--- src/rtl/spi_ctrl_pkg.sv ---
// Shared field layout, FSM state type and helpers for the SPI control register.
package spi_ctrl_pkg;

    localparam int unsigned REG_W         = 32;
    localparam int unsigned SEND_BIT      = 0;
    localparam int unsigned CS_CTRL_BIT   = 1;
    localparam int unsigned ALL_ONES_BIT  = 2;
    localparam int unsigned ALL_ZEROS_BIT = 3;
    localparam int unsigned NTX_LSB       = 4;
    localparam int unsigned NRX_LSB       = 16;
    localparam int unsigned OVR_BIT       = 30;
    localparam int unsigned TMO_BIT       = 31;

    typedef enum logic [1:0] {
        IDLE  = 2'd0,
        START = 2'd1,
        BUSY  = 2'd2
    } state_e;

    function automatic logic [REG_W-1:0] field_mask(input int unsigned lsb, input int unsigned width);
        logic [REG_W-1:0] m;
        m = '0;
        for (int unsigned i = 0; i < width; i++) begin
            m[lsb + i] = 1'b1;
        end
        return m;
    endfunction

endpackage

--- src/rtl/spi_ctrl_wr_arb.sv ---
// Priority selector over NUM_WR write ports; the highest-index asserted port wins outright.
module spi_ctrl_wr_arb
    import spi_ctrl_pkg::*;
#(
    parameter int unsigned NUM_WR = 2
) (
    input  logic [NUM_WR-1:0]         wr_i,
    input  logic [NUM_WR*REG_W-1:0]   data_i,
    input  logic [NUM_WR*4-1:0]       be_i,
    output logic                      valid_o,
    output logic [REG_W-1:0]          data_o,
    output logic [3:0]                be_o
);

    // Ascending scan: a later (higher) port simply overwrites an earlier winner.
    always_comb begin
        valid_o = 1'b0;
        data_o  = '0;
        be_o    = '0;
        for (int unsigned k = 0; k < NUM_WR; k++) begin
            if (wr_i[k]) begin
                valid_o = 1'b1;
                data_o  = data_i[REG_W*k +: REG_W];
                be_o    = be_i[4*k +: 4];
            end
        end
    end

endmodule

--- src/rtl/spi_ctrl_reg.sv ---
// SPI control register with prioritised bus writes and the SEND/start handshake FSM.
// Optional START-state ack timeout enabled by defining SPI_CTRL_TIMEOUT_EN.
module spi_ctrl_reg
    import spi_ctrl_pkg::*;
#(
    parameter int unsigned NUM_WR      = 2,
    parameter int unsigned NTX_W       = 9,
    parameter int unsigned NRX_W       = 9,
    parameter int unsigned TIMEOUT_CYC = 1024
) (
    input  logic                    clk_i,
    input  logic                    rst_i,
    input  logic [NUM_WR-1:0]       wr_i,
    input  logic [NUM_WR*32-1:0]    data_i,
    input  logic [NUM_WR*4-1:0]     be_i,
    input  logic                    start_ack_i,
    input  logic                    done_i,
    input  logic [NRX_W-1:0]        rx_cnt_i,
    output logic [31:0]             ctrl_o,
    output logic                    start_o,
    output logic                    busy_o,
    output logic                    done_o
);

    if (NUM_WR < 1 || NTX_W < 1 || NTX_W > 12 || NRX_W < 1 || NRX_W > 14 || TIMEOUT_CYC < 2) begin : g_bad_param
        $error("spi_ctrl_reg: parameter out of range");
    end

    localparam logic [REG_W-1:0] CFG_MASK = field_mask(SEND_BIT, 4) | field_mask(NTX_LSB, NTX_W);

    logic              win_valid;
    logic [REG_W-1:0]  win_data;
    logic [3:0]        win_be;
    logic [REG_W-1:0]  wmask;
    logic [REG_W-1:0]  wbits;
    logic [REG_W-1:0]  ctrl_d;
    logic [REG_W-1:0]  ctrl_q;
    logic              done_evt;
    logic              tmo_evt;
    logic              launch;
    state_e            state_q;
    logic              start_q;
    logic              busy_q;
    logic              done_q;

`ifdef SPI_CTRL_TIMEOUT_EN
    localparam int unsigned CNT_W = $clog2(TIMEOUT_CYC);
    logic [CNT_W-1:0] tmo_cnt_q;
`endif

    spi_ctrl_wr_arb #(
        .NUM_WR (NUM_WR)
    ) u_arb (
        .wr_i    (wr_i),
        .data_i  (data_i),
        .be_i    (be_i),
        .valid_o (win_valid),
        .data_o  (win_data),
        .be_o    (win_be)
    );

    always_comb begin
        wmask    = {{8{win_be[3]}}, {8{win_be[2]}}, {8{win_be[1]}}, {8{win_be[0]}}};
        wbits    = win_valid ? (win_data & wmask) : '0;
        done_evt = done_i && ((state_q == BUSY) || (state_q == START && start_ack_i));
`ifdef SPI_CTRL_TIMEOUT_EN
        tmo_evt  = (state_q == START) && !start_ack_i && (tmo_cnt_q == CNT_W'(TIMEOUT_CYC - 1));
`else
        tmo_evt  = 1'b0;
`endif
        ctrl_d = ctrl_q;
        if (state_q == IDLE && win_valid) begin
            ctrl_d = (ctrl_q & ~CFG_MASK) | (((ctrl_q & ~wmask) | wbits) & CFG_MASK);
        end
        // Clear first, hardware set afterwards, so a simultaneous set wins over W1C.
        ctrl_d[OVR_BIT] = ctrl_d[OVR_BIT] & ~wbits[OVR_BIT];
        ctrl_d[TMO_BIT] = ctrl_d[TMO_BIT] & ~wbits[TMO_BIT];
        if (state_q != IDLE && wbits[SEND_BIT]) begin
            ctrl_d[OVR_BIT] = 1'b1;
        end
        if (done_evt) begin
            ctrl_d[SEND_BIT]             = 1'b0;
            ctrl_d[NRX_LSB +: NRX_W]     = rx_cnt_i;
        end
        if (tmo_evt) begin
            ctrl_d[SEND_BIT] = 1'b0;
            ctrl_d[TMO_BIT]  = 1'b1;
        end
        launch = (state_q == IDLE) && ctrl_d[SEND_BIT];
    end

    always_ff @(posedge clk_i or negedge rst_i) begin
        if (!rst_i) begin
            state_q <= IDLE;
            ctrl_q  <= '0;
            start_q <= 1'b0;
            busy_q  <= 1'b0;
            done_q  <= 1'b0;
`ifdef SPI_CTRL_TIMEOUT_EN
            tmo_cnt_q <= '0;
`endif
        end else begin
            ctrl_q <= ctrl_d;
            done_q <= done_evt;
            unique case (state_q)
                IDLE: begin
                    if (launch) begin
                        state_q <= START;
                        start_q <= 1'b1;
                        busy_q  <= 1'b1;
`ifdef SPI_CTRL_TIMEOUT_EN
                        tmo_cnt_q <= '0;
`endif
                    end
                end
                START: begin
                    if (done_evt || tmo_evt) begin
                        state_q <= IDLE;
                        start_q <= 1'b0;
                        busy_q  <= 1'b0;
                    end else if (start_ack_i) begin
                        state_q <= BUSY;
                        start_q <= 1'b0;
                    end else begin
`ifdef SPI_CTRL_TIMEOUT_EN
                        tmo_cnt_q <= tmo_cnt_q + CNT_W'(1);
`endif
                    end
                end
                BUSY: begin
                    if (done_evt) begin
                        state_q <= IDLE;
                        busy_q  <= 1'b0;
                    end
                end
                default: begin
                    state_q <= IDLE;
                    start_q <= 1'b0;
                    busy_q  <= 1'b0;
                end
            endcase
        end
    end

    assign ctrl_o  = ctrl_q;
    assign start_o = start_q;
    assign busy_o  = busy_q;
    assign done_o  = done_q;

endmodule
--- config.mk ---
export PLATFORM = sky130hd
export DESIGN_NAME = spi_ctrl_reg
export DESIGN_NICKNAME = d
export VERILOG_FILES = /design/src/rtl/spi_ctrl_pkg.sv /design/src/rtl/spi_ctrl_wr_arb.sv /design/src/rtl/spi_ctrl_reg.sv
export SDC_FILE = /design/constraint.sdc
export NUM_CORES = 1
export LEC_CHECK = 0
export ABC_CLOCK_PERIOD_IN_PS = 4100
export CORE_ASPECT_RATIO = 1.25
export CORE_UTILIZATION = 53
export DETAILED_ROUTE_END_ITERATION = 10
export DONT_BUFFER_PORTS = 1
export PLACE_DENSITY_LB_ADDON = 0.1
export SLEW_MARGIN = 20
export SYNTH_ARGS = -nofsm -noshare
export SYNTH_HDL_FRONTEND = slang
export SYNTH_HIERARCHICAL = 1
export SYNTH_SLANG_ARGS = --single-unit
export TNS_END_PERCENT = 1
--- constraint.sdc ---
create_clock -name clk_i -period 4.1 [get_ports clk_i]
set_clock_uncertainty 0.05 [all_clocks]
set_input_delay 0.615 -clock clk_i [delete_from_list [all_inputs] [get_ports clk_i]]
set_output_delay 0.615 -clock clk_i [all_outputs]
set_load 0.01 [all_outputs]
### Word level (Yosys, flattened, before mapping)

Cells that the tools add are included.

| word-level totals | value |
|---|---|
| bits in registers | 37 |
| logic and storage cells | 58 |
| bits of input ports | 87 |
| output and inout port bits | 35 |

| operators by class | value |
|---|---|
| reduce and logical (&&, ||, !) cells | 13 |
| bitwise gates (word level) | 10 |
| equal/unequal tests | 6 |
| mux-type cells | 22 |

Operators by type and width:

| kind | count |
|---|---|
| $mux 32 | 4 |
| $and 32x32->32 | 1 |
| $or 32x13->32 | 1 |
| $and 13x13->13 | 1 |
| $not 13->13 | 1 |
| $or 13x13->13 | 1 |
| $mux 9 | 1 |
| $mux 1 | 8 |
| $mux 2 | 4 |
| $mux 4 | 2 |
| $pmux 2 s3 | 1 |
| $reduce_and 3->1 | 2 |
| $logic_and 1x1->1 | 5 |
| $ne 2x2->1 const B | 2 |
| $reduce_bool 2->1 | 2 |
| $ne 3x3->1 const B | 1 |
| $not 1->1 | 3 |
| $pmux 1 s3 | 1 |
| $and 1x1->1 | 2 |
| $eq 2x1->1 const B | 1 |
| $eq 2x2->1 const B | 1 |
| $logic_not 2->1 | 1 |
| $ne 2x1->1 const B | 1 |
| $pmux 1 s2 | 1 |
| other kinds (3) | 3 |

### Logic depth before layout (Yosys ltp)

Gate-level depths: netlist (run 1).

| logic depth | value |
|---|---|
| depth after elaboration | 11 |
| mapped depth | 7 |
| gate-level depth less buffers | 7 |

### Modules after synthesis

The synthesis (run 1) kept the hierarchy.

Modules (own cells, without submodules):

| module | seq. area each (sq um) | area each (sq um) | times used | cells each |
|---|---|---|---|---|
| spi_ctrl_reg | 725.7 | 1,306.3 | 1 | 117 |
| spi_ctrl_wr_arb | 0.0 | 416.6 | 1 | 50 |

### Worst setup path before layout (run 1)

No wires, ideal clock.

| timing path | value |
|---|---|
| path type | in2reg |
| start | input port wr_i[0] |
| end | register state_q[0] |
| path buffers | 2 |
| required time | 3,923 ps |
| arrival | 1,919 ps |
| setup slack | 2,004 ps |
| stages on the path | 7 |
| setup time | 127 ps |
| cell sequence | nor2b_4 -> buf_6 -> buf_6 -> a22o_1 -> a311o_1 -> nand3_2 -> mux2_1 |

| on the way | value |
|---|---|
| longest elaborated chain between the ends | 11 |
| elaborated cells between the ends (all ways) | 18 |
| classes of those cells | eq/ne (1); mux (9); bitwise (5); reduce/logical (3) |

RTL lines:

| what | line | RTL |
|---|---|---|
| from (decl) | spi_ctrl_reg.sv:13 | `input logic [NUM_WR-1:0] wr_i,` |
| $mux 32 (2 in series) | spi_ctrl_wr_arb.sv:21 | `if (wr_i[k]) begin` |
| via win_data[0] | spi_ctrl_reg.sv:32 | `logic [REG_W-1:0] win_data;` |
| $and 32x32->32 | spi_ctrl_reg.sv:64 | `wbits = win_valid ? (win_data & wmask) : '0;` |
| $mux 32 | spi_ctrl_reg.sv:64 |  |
| $or 13x13->13 | spi_ctrl_reg.sv:73 | `ctrl_d = (ctrl_q & ~CFG_MASK) \| (((ctrl_q & ~wmask) \| wbits) & CFG_MASK);` |
| $or 32x13->32 | spi_ctrl_reg.sv:73 |  |
| $mux 32 | spi_ctrl_reg.sv:72 | `if (state_q == IDLE && win_valid) begin` |
| $mux 1 | spi_ctrl_reg.sv:81 | `if (done_evt) begin` |
| $logic_and 1x1->1 | spi_ctrl_reg.sv:89 | `launch = (state_q == IDLE) && ctrl_d[SEND_BIT];` |
| $ne 2x2->1 (no line) | n/a |  |
| $reduce_and 3->1 (no line) | n/a |  |
| to (signal assigned) | spi_ctrl_reg.sv:94 | `state_q <= IDLE;` |
| to (signal assigned) | spi_ctrl_reg.sv:108 | `state_q <= START;` |
| to (signal assigned) | spi_ctrl_reg.sv:118 | `state_q <= IDLE;` |
| to (decl) | spi_ctrl_reg.sv:41 | `state_e state_q;` |

The timed path passes the listed nets, and every way through them passes these cells. The select of a mux whose other input is x is not followed.
A chain may end at the register's enable or synchronous reset.

### Final worst setup path (run 1)

| timing path | value |
|---|---|
| start | register state_q[1] |
| end | register ctrl_q[16] (netlist: ctrl_o[16]) |

| on the way | value |
|---|---|
| longest elaborated chain between the ends | 5 |
| elaborated cells between the ends (all ways) | 9 |
| classes of those cells | eq/ne (2); mux (1); reduce/logical (6) |

RTL lines:

| what | line | RTL |
|---|---|---|
| $eq 2x1->1 | spi_ctrl_reg.sv:65 | `done_evt = done_i && ((state_q == BUSY) \|\| (state_q == START && start_ack_i));` |
| $logic_and 1x1->1 | spi_ctrl_reg.sv:65 |  |
| $logic_or 1x1->1 (*) | spi_ctrl_reg.sv:65 |  |
| $logic_and 1x1->1 (*) | spi_ctrl_reg.sv:65 |  |
| via done_evt | spi_ctrl_reg.sv:38 | `logic done_evt;` |
| $mux 9 / $reduce_bool 2->1 (equally long branches) | n/a |  |
| to (signal assigned) | spi_ctrl_reg.sv:103 | `ctrl_q <= ctrl_d;` |
| to (decl) | spi_ctrl_reg.sv:37 | `logic [REG_W-1:0] ctrl_q;` |

The timed path passes the listed nets; every way through them passes the cells marked *.

==> flow_summary.yaml, run 1 <==
final_layout:
  final_common_cell: "nand2_1"
  syn2layout_area_growth_pct: 0.648
  final_core_utilization_pct: 56.9
  post_route_cells_drive_above_1_share_pct: 17.9
  finish.cell_count_without_fillers: 179
  count_of_antenna_diodes_in_the_layout: 0
  num-fill-cells: 242
  layout.nets: 235
  layout_common_cells: "nand2_1 (32), dfrtp_1 (29), a22o_1 (17)"
power_and_ir_drop:
  p_switching_mw: 0.405
  power.sequential.fraction_pct: 53.5
  power_report.internal_total_mw: 0.631
  power_leakage_nw: 0.767
  power.switching_fraction_pct: 39.1
  comb_power_share_pct: 30.7
  power-per-cell-area_nw_per_um2: 666
  clkPwrFrac_pct: 15.7
  peak_supply_drop_uv: 354
status:
  status: "complete, no violations"
detailed_routing:
  vias_per_cell: 5.79
  drtAntennaViolNets: 0
  via_count: 1037
  iteration_0_drc_count_of_the_detailed_router: 22
  drt_pre_antenna_iters: 4
  routed_wire_length_per_instance_um: 15.5
  wirelength_mm: 2.77
  drc: 0
worst_setup_path:
  worstPathMaxFanout: 14
  reg2reg_slack_ns: 2.00
  cp_top_family: "buffers and inverters"
  critical_path.endpoint_type: "flop"
  crit-reg2reg-launch: "state_q[1]"
  endpoint_of_the_worst_slack_reg_to_reg_timing_path: "ctrl_o[16]"
  critical_path.cell_chain: "inv_1 > ha_1 > and2_1 > o21ai_2 > clkinv_1 > nand2_1 > nand2_1"
  worst-r2r-cell-count: 7
  cpPeakStageDelay_ns: 0.46
  startpoint_type: "flop"
  critical_path.n_buffers_inverters: 2
  critPathRequiredTime_ns: 4.27
  critical-path-top-cell-by-count: "nand2_1"
  worst-endpoint-arrival_ns: 2.27
  cpMaxStageDelayCell: "o21ai_2"
  crit_type: "reg2reg"
floorplanning:
  floorplan.die_area_um2: 3140
  fp.dieW_um: 50.3
  design.portCount: 122
  die_y_um: 62.4
  floorplan.rows: 21
  core_area_um2: 2730
  initial_core_util_pct: 56.5
timing:
  max_slew_margin_pct: 62.5
  min_period_over_period_pct: 51.3
  max_freq_ghz: 0.475
  fin_tns_setup_ns: 0
  max_slew.worst_pin.slew_ns: 0.563
  finalSetupViolations: 0
  timing_max_transition_violations_final: 0
  hold_ws_ns: 0.0449
  final_period_minus_worst_setup_slack_ns: 2.10
  rsz0062_at_grt: "no"
  finalHoldViolCount: 0
placement:
  gp_weighted_congestion: 0.771
  placed_cells_incl_taps: 170
  place.detailed.hpwl_mm: 2.09
  numPortBuffers: 0
logic_synthesis:
  synth_cells: 145
  yosysWarnings: 6
  syn_avg_cell_area_um2: 10.7
  syn_area_um2: 1550
clock_tree:
  clkTransAtPathRegs_ns: 0.09
  post-cts-setup-buffers: 0
  cts_max_level: 2
  tritoncts.num_buffers: 5
  worstSkewPairLatency_ns: 0.32
  clockRootBuffer: "clkbuf_4"
  clock_tree_from_tritoncts: "built"
  clock_sink_count: 29
  cts_buffer_depth: 2
flow_run:
  drv_cap: 0
grt:
  groute.usage.overall_pct: 19.8
  grt_start_max_net_pins: 30
  grt_pass1_vias: 1007
  global_route.overflow_total: 0
  grt_first_pass_wirelength_mm: 4.53
  number_of_antenna_violations_at_the_first_check_in_global_routing: 0
min_path:
  worstHoldPathType: "in2async"
power by group through the flow:
stage / clock (mW) / combinational (mW) / sequential (mW)
after floorplan: 0 / 0.280 / 0.535
after global placement: 0 / 0.298 / 0.560
after detailed placement: 0 / 0.315 / 0.562
after CTS: 0.170 / 0.323 / 0.558
after global routing: 0.183 / 0.369 / 0.571
final: 0.163 / 0.318 / 0.555
worst max-delay path by stage:
| stage | to | start | depth (start not counted) |
|---|---|---|---|
| global route | ctrl_o[17] | state_q[1] | 7 |
| detailed placement | state_q[0] | wr_i[0] | 6 |
| floorplan | state_q[0] | wr_i[0] | 7 |
| global placement | state_q[0] | wr_i[0] | 6 |
| CTS | ctrl_o[16] | state_q[1] | 7 |
| finish | ctrl_o[16] | state_q[1] | 7 |
per-stage QoR:
step | cell area (µm²) | setup WS [ns] | power (mW)
2_1_floorplan | 1570 | 2.01 | 0.815
3_3_place_gp | 1480 | 1.81 | 0.858
3_5_place_dp | 1480 | 1.78 | 0.877
4_1_cts | 1560 | 2.03 | 1.05
5_1_grt | 1560 | 1.76 | 1.12
6_report | 1560 | 2.00 | 1.04
routing by layer:
layer  track usage, %  wire length (µm)  part of all wire, %
met1             23.4              1100                   40
met2             29.5              1350                   48
met3             11.4               288                   10
met4             7.64                40                  1.4
met5                0                 0                    0
sequential cells by signal, summed over array words and instances, names as in the netlist:
signal,flops
done_o,1
busy_o,1
start_o,1
ctrl_o,24
state_q,2
timing repair:
action / 4_1_cts / 5_1_grt
setup endpoints to repair: 0 / 0
hold buffers: 1 / 0
endpoints found under the hold margin: 29 / 0
resized for setup: 0 / 0
final cells by class:
cell class | instances | area (µm²) | area share (%)
Timing Repair Buffer | 1 | 20.0 | 1.29
Multi-Input combinational cell | 99 | 686 | 44.1
Tap cell | 34 | 42.5 | 2.74
Clock inverter | 2 | 10.0 | 0.644
Inverter | 8 | 30.0 | 1.93
Sequential cell | 29 | 726 | 46.7
Clock buffer | 6 | 41.3 | 2.65
Note: power is estimated with default switching activity, not from simulation.
==> run 2, diff against run 1 <==
--- a/config.mk
+++ b/config.mk
@@ -5,7 +5,7 @@
 export SDC_FILE = /design/constraint.sdc
 export NUM_CORES = 1
 export LEC_CHECK = 0
-export ABC_CLOCK_PERIOD_IN_PS = 4100
+export ABC_CLOCK_PERIOD_IN_PS = 1850
 export CORE_ASPECT_RATIO = 1.25
 export CORE_UTILIZATION = 53
 export DETAILED_ROUTE_END_ITERATION = 10
==> constraint.sdc (replaced) <==
create_clock -name clk_i -period 1.85 [get_ports clk_i]
set_clock_uncertainty 0.05 [all_clocks]
set_input_delay 0.2775 -clock clk_i [delete_from_list [all_inputs] [get_ports clk_i]]
set_output_delay 0.2775 -clock clk_i [all_outputs]
set_load 0.01 [all_outputs]
==> run 2 against run 1 <==
Maximum frequency grew 22%. Combinational power increased to 2.6 times the previous value. Clock power grew to 3.9 times the previous value. Global-route usage up 1.1 points. Sequential share of layout area decreased by 5.1 points. Die area unchanged.
==> flow_summary.yaml, run 2 (same netlist as run 1, synthesis figures left out) <==
status:
  status: "complete, no violations"
worst_setup_path:
  critPathRequiredTime_ns: 2.02
  worstPathMaxFanout: 4
  crit_type: "reg2reg"
  startpoint_type: "flop"
  worst-endpoint-arrival_ns: 1.89
  critical_path.endpoint_type: "flop"
  worst-r2r-cell-count: 6
power_and_ir_drop:
  power.switching_fraction_pct: 35.0
  p_switching_mw: 0.938
  clkPwrFrac_pct: 23.9
  pwr_total_mw: 2.68
  power-per-cell-area_nw_per_um2: 1540
  power_report.internal_total_mw: 1.74
  peak_supply_drop_uv: 773
  power.sequential.fraction_pct: 45.8
  power_leakage_nw: 0.845
  comb_power_share_pct: 30.3
floorplanning:
  floorplan.die_area_um2: 3140
  fp.dieW_um: 50.3
  design.portCount: 122
  core_area_um2: 2730
  floorplan.rows: 21
  initial_core_util_pct: 56.5
  die_y_um: 62.4
placement:
  post_dp_cell_area_um2: 1520
  numPortBuffers: 0
  place.detailed.hpwl_mm: 2.15
  gp_weighted_congestion: 0.748
  place_worst_setup_slack_ns: 0.0831
timing:
  hold_ws_ns: 0.00931
  rsz0062_at_grt: "yes"
  finalSetupViolations: 0
  final_period_minus_worst_setup_slack_ns: 1.73
  finalHoldViolCount: 0
  timing_max_transition_violations_final: 0
  min_period_over_period_pct: 93.3
  final.setup.worst_slack_ns: 0.125
  max_freq_ghz: 0.580
  fin_tns_setup_ns: 0
final_layout:
  multi_input_comb_area_um2: 696
  count_of_antenna_diodes_in_the_layout: 0
  final_common_cell: "nand2_1"
  syn2layout_area_growth_pct: 13.0
  ff_latch_area_um2: 726
  layout.nets: 249
  fin_area_um2: 1750
  post_route_cells_drive_above_1_share_pct: 22.0
  layout_common_cells: "nand2_1 (32), dfrtp_1 (29), a22o_1 (17)"
  largest_reg_flops: 24
  num-fill-cells: 227
clock_tree:
  clock_sink_count: 29
  worstSkewPairLatency_ns: 0.32
  clockRootBuffer: "clkbuf_4"
  cts_buffer_depth: 2
  cts_max_level: 2
  clkTransAtPathRegs_ns: 0.09
  tritoncts.num_buffers: 5
  clock_tree_from_tritoncts: "built"
detailed_routing:
  wirelength_mm: 2.91
  vias_per_cell: 5.49
  drc: 0
  iteration_0_drc_count_of_the_detailed_router: 27
  drt_pre_antenna_iters: 4
  drtAntennaViolNets: 0
  routed_wire_length_per_instance_um: 15.1
  via_count: 1059
flow_run:
  drv_cap: 0
grt:
  groute.usage.overall_pct: 20.9
  grt_pass1_vias: 1062
  grt_first_pass_wirelength_mm: 4.88
  number_of_antenna_violations_at_the_first_check_in_global_routing: 0
  global_route.overflow_total: 0
  grt_start_max_net_pins: 30
min_path:
  worstHoldPathType: "in2reg"
  worst_hold_path.num_cells: 2
## run 2: cell count changes in the layout (fill, tap and decap cells not counted), moves of 2 or more
| cell | change |
|---|---|
| buf_4 | +5 |
| bufinv_16 | +2 |
| clkinvlp_4 | +2 |
| dlygate4sd3_1 | +8 |
## run 2: metal layers
metal / vias to the layer above / global-route usage [%] / share of wire (%)
li1: 512 / - / -
met1: 492 / 23.0 / 40
met2: 51 / 34.3 / 49
met3: 4 / 11.2 / 9.6
met4: 0 / 6.25 / 1.2
met5: - / 0 / 0
## run 2: metrics by stage
step / util (%) / cells
2_1_floorplan: - / 152
3_3_place_gp: 55.7 / 175
3_5_place_dp: 55.7 / 175
4_1_cts: 63.1 / 192
5_1_grt: 63.9 / 193
6_report: 63.9 / 193
## run 2: layout make-up
type,instances,share of cell area (%)
flip-flops and latches,29,41.6
multi-input cells,99,39.9
repair buffers,14,7.89
clock inverters,3,3.73
well taps,34,2.44
clock buffers,5,2.15
inverters,8,1.94
repair inverters,1,0.430
## run 2: path summary, 6_finish.rpt
check,startpoint,end,slack [ns]
worst max-delay path,state_q[1],state_q[0],0.12
worst min-delay path,rx_cnt_i[4],ctrl_o[20],0.009
worst max register to register,state_q[1],state_q[0],0.12
worst min register to register,state_q[0],state_q[0],0.48
max in group asynchronous,rst_i,ctrl_o[11],1.25
min in group asynchronous,rst_i,busy_o,0.35
## run 2: repair_timing
| action | CTS | global route |
|---|---|---|
| hold buffers | 9 | 0 |
| gates resized for setup | 0 | 4 |
| hold endpoints to repair | 36 | 0 |
| endpoints found under the setup margin | 0 | 12 |
| setup buffers | 0 | 0 |
## run 2: power groups by stage
| stage | clock network, mW | registers [mW] | logic, mW |
|---|---|---|---|
| global placement | 0 | 1.24 | 0.713 |
| global route | 0.686 | 1.27 | 0.919 |
| floorplan | 0 | 1.18 | 0.621 |
| detailed placement | 0 | 1.24 | 0.757 |
| CTS | 0.659 | 1.23 | 0.792 |
| finish | 0.641 | 1.23 | 0.813 |
## run 2: worst max-delay path, stage by stage, from the launching register on
cell and delay, ns:
dfrtp_1 0.41, inv_1 0.12, ha_2 0.23, inv_1 0.06, a311o_1 0.32, nand3_2 0.11, mux2_1 0.32
==> run 3, diff against run 2 <==
--- a/config.mk
+++ b/config.mk
@@ -7,7 +7,8 @@
 export LEC_CHECK = 0
 export ABC_CLOCK_PERIOD_IN_PS = 1850
 export CORE_ASPECT_RATIO = 1.25
-export CORE_UTILIZATION = 53
+export CORE_MARGIN = 2
+export CORE_UTILIZATION = 56
 export DETAILED_ROUTE_END_ITERATION = 10
 export DONT_BUFFER_PORTS = 1
 export PLACE_DENSITY_LB_ADDON = 0.1
==> run 3 against run 2 <==
Clock-buffer cell count grew 1. Global-route usage fell by 0.98 points. Sequential power about the same. Maximum frequency grew 1.4%. Core utilization down 2.7 points. Critical endpoint unchanged.
==> flow_summary.yaml, run 3 (same netlist as run 1, synthesis figures left out) <==
final_layout:
  count_of_antenna_diodes_in_the_layout: 0
  syn2layout_area_growth_pct: 5.10
  layout_common_cells: "nand2_1 (32), dfrtp_1 (29), a22o_1 (17)"
  post_route_cells_drive_above_1_share_pct: 22.4
  largest_reg_flops: 24
  final_common_cell: "nand2_1"
  layout.nets: 242
placement:
  place.detailed.hpwl_mm: 2.19
  numPortBuffers: 0
  gp_weighted_congestion: 0.753
timing:
  finalHoldViolCount: 0
  finalSetupViolations: 0
  timing_max_transition_violations_final: 0
  fin_tns_setup_ns: 0
  max_freq_ghz: 0.588
  rsz0062_at_grt: "no"
  min_period_over_period_pct: 91.9
  final_period_minus_worst_setup_slack_ns: 1.70
power_and_ir_drop:
  peak_supply_drop_uv: 807
  pwr_total_mw: 2.37
  power-per-cell-area_nw_per_um2: 1460
  power_leakage_nw: 0.793
flow_run:
  drv_cap: 0
floorplanning:
  initial_core_util_pct: 58.2
  floorplan.rows: 21
  floorplan.die_area_um2: 3200
  die_y_um: 62.7
  core_area_um2: 2650
  design.portCount: 122
  fp.dieW_um: 51.0
grt:
  grt_first_pass_wirelength_mm: 4.78
  global_route.overflow_total: 0
  number_of_antenna_violations_at_the_first_check_in_global_routing: 0
  grt_pass1_vias: 1051
  groute.usage.overall_pct: 19.9
  grt_start_max_net_pins: 30
worst_setup_path:
  crit_type: "reg2reg"
  startpoint_type: "flop"
  worst-endpoint-arrival_ns: 1.85
  critPathRequiredTime_ns: 2.00
  critical_path.endpoint_type: "flop"
  worstPathMaxFanout: 4
detailed_routing:
  detail_route.wirelength.met1_mm: 1.15
  wirelength_mm: 3.03
  via_count: 1067
  routed_wire_length_per_instance_um: 16.3
  iteration_0_drc_count_of_the_detailed_router: 9
  vias_per_cell: 5.74
  detailroute.wirelength.met2_mm: 1.55
  drc: 0
  route.met3.wl_um: 298
  drtAntennaViolNets: 0
  highest-signal-layer: "met4"
  drt_pre_antenna_iters: 3
clock_tree:
  clock_sink_count: 29
  post-cts-setup-buffers: 0
  cts_buffer_depth: 2
  cts_max_level: 2
  clkTransAtPathRegs_ns: 0.09
  worstSkewPairLatency_ns: 0.31
  tritoncts.num_buffers: 5
  clock_tree_from_tritoncts: "built"
  clockRootBuffer: "clkbuf_4"
status:
  status: "complete, no violations"
min_path:
  worstHoldPathType: "in2reg"
run 3: cell type report:
class / count / area [µm²]
tap: 34 / 42.5
fill: 227 / 1030
inverter: 8 / 33.8
sequential: 29 / 726
clock inverter: 2 / 10.0
timing repair buffer: 7 / 67.6
multi-input combinational: 99 / 696
clock buffer: 6 / 41.3
timing repair inverter: 1 / 7.51
run 3: report_power, final:
group	switching, mW	internal (mW)
combinational	0.391	0.400
clock	0.204	0.144
sequential	0.314	0.914
total	0.910	1.46
run 3: final timing paths:
kind,from,end,slack [ns],cells after the start
max reg2reg,state_q[0],state_q[0],0.15,6
min,rx_cnt_i[2],ctrl_o[18],0.02,2
min reg2reg,state_q[1],state_q[1],0.48,1
max in group asynchronous,rst_i,ctrl_o[5],1.23,2
min in group asynchronous,rst_i,ctrl_o[9],0.36,2
max,state_q[0],state_q[0],0.15,6
run 3: worst max-delay path, cell delays in order (launching register included):
cell and delay (ns):
dfrtp_1 0.40, inv_1 0.11, ha_2 0.23, inv_1 0.06
a311o_1 0.31, nand3_2 0.10, mux2_1 0.32
run 3: metrics by stage:
step	instance area (µm²)	hold slack, ns	cells	setup slack [ns]	utilization (%)
after floorplan	1570	-0.0681	152	0.0988	-
after global routing	1620	0.00771	186	0.0292	61.2
after detailed placement	1520	-0.0673	175	0.0962	57.3
final	1620	0.0151	186	0.149	61.2
after CTS	1600	0.000814	185	0.0873	60.4
after global placement	1520	-0.0676	175	0.110	57.3
run 3: routing by layer:
metal | up-vias | GRT usage, %
li1 | 496 | -
met1 | 512 | 23.6
met2 | 54 | 31.8
met3 | 5 | 7.18
met4 | 0 | 9.12
met5 | - | 0
run 3: timing repair:
item,CTS,global route
resized for setup,0,4
endpoints found under the setup margin,0,10
endpoints found under the hold margin,29,0
hold buffers,2,0
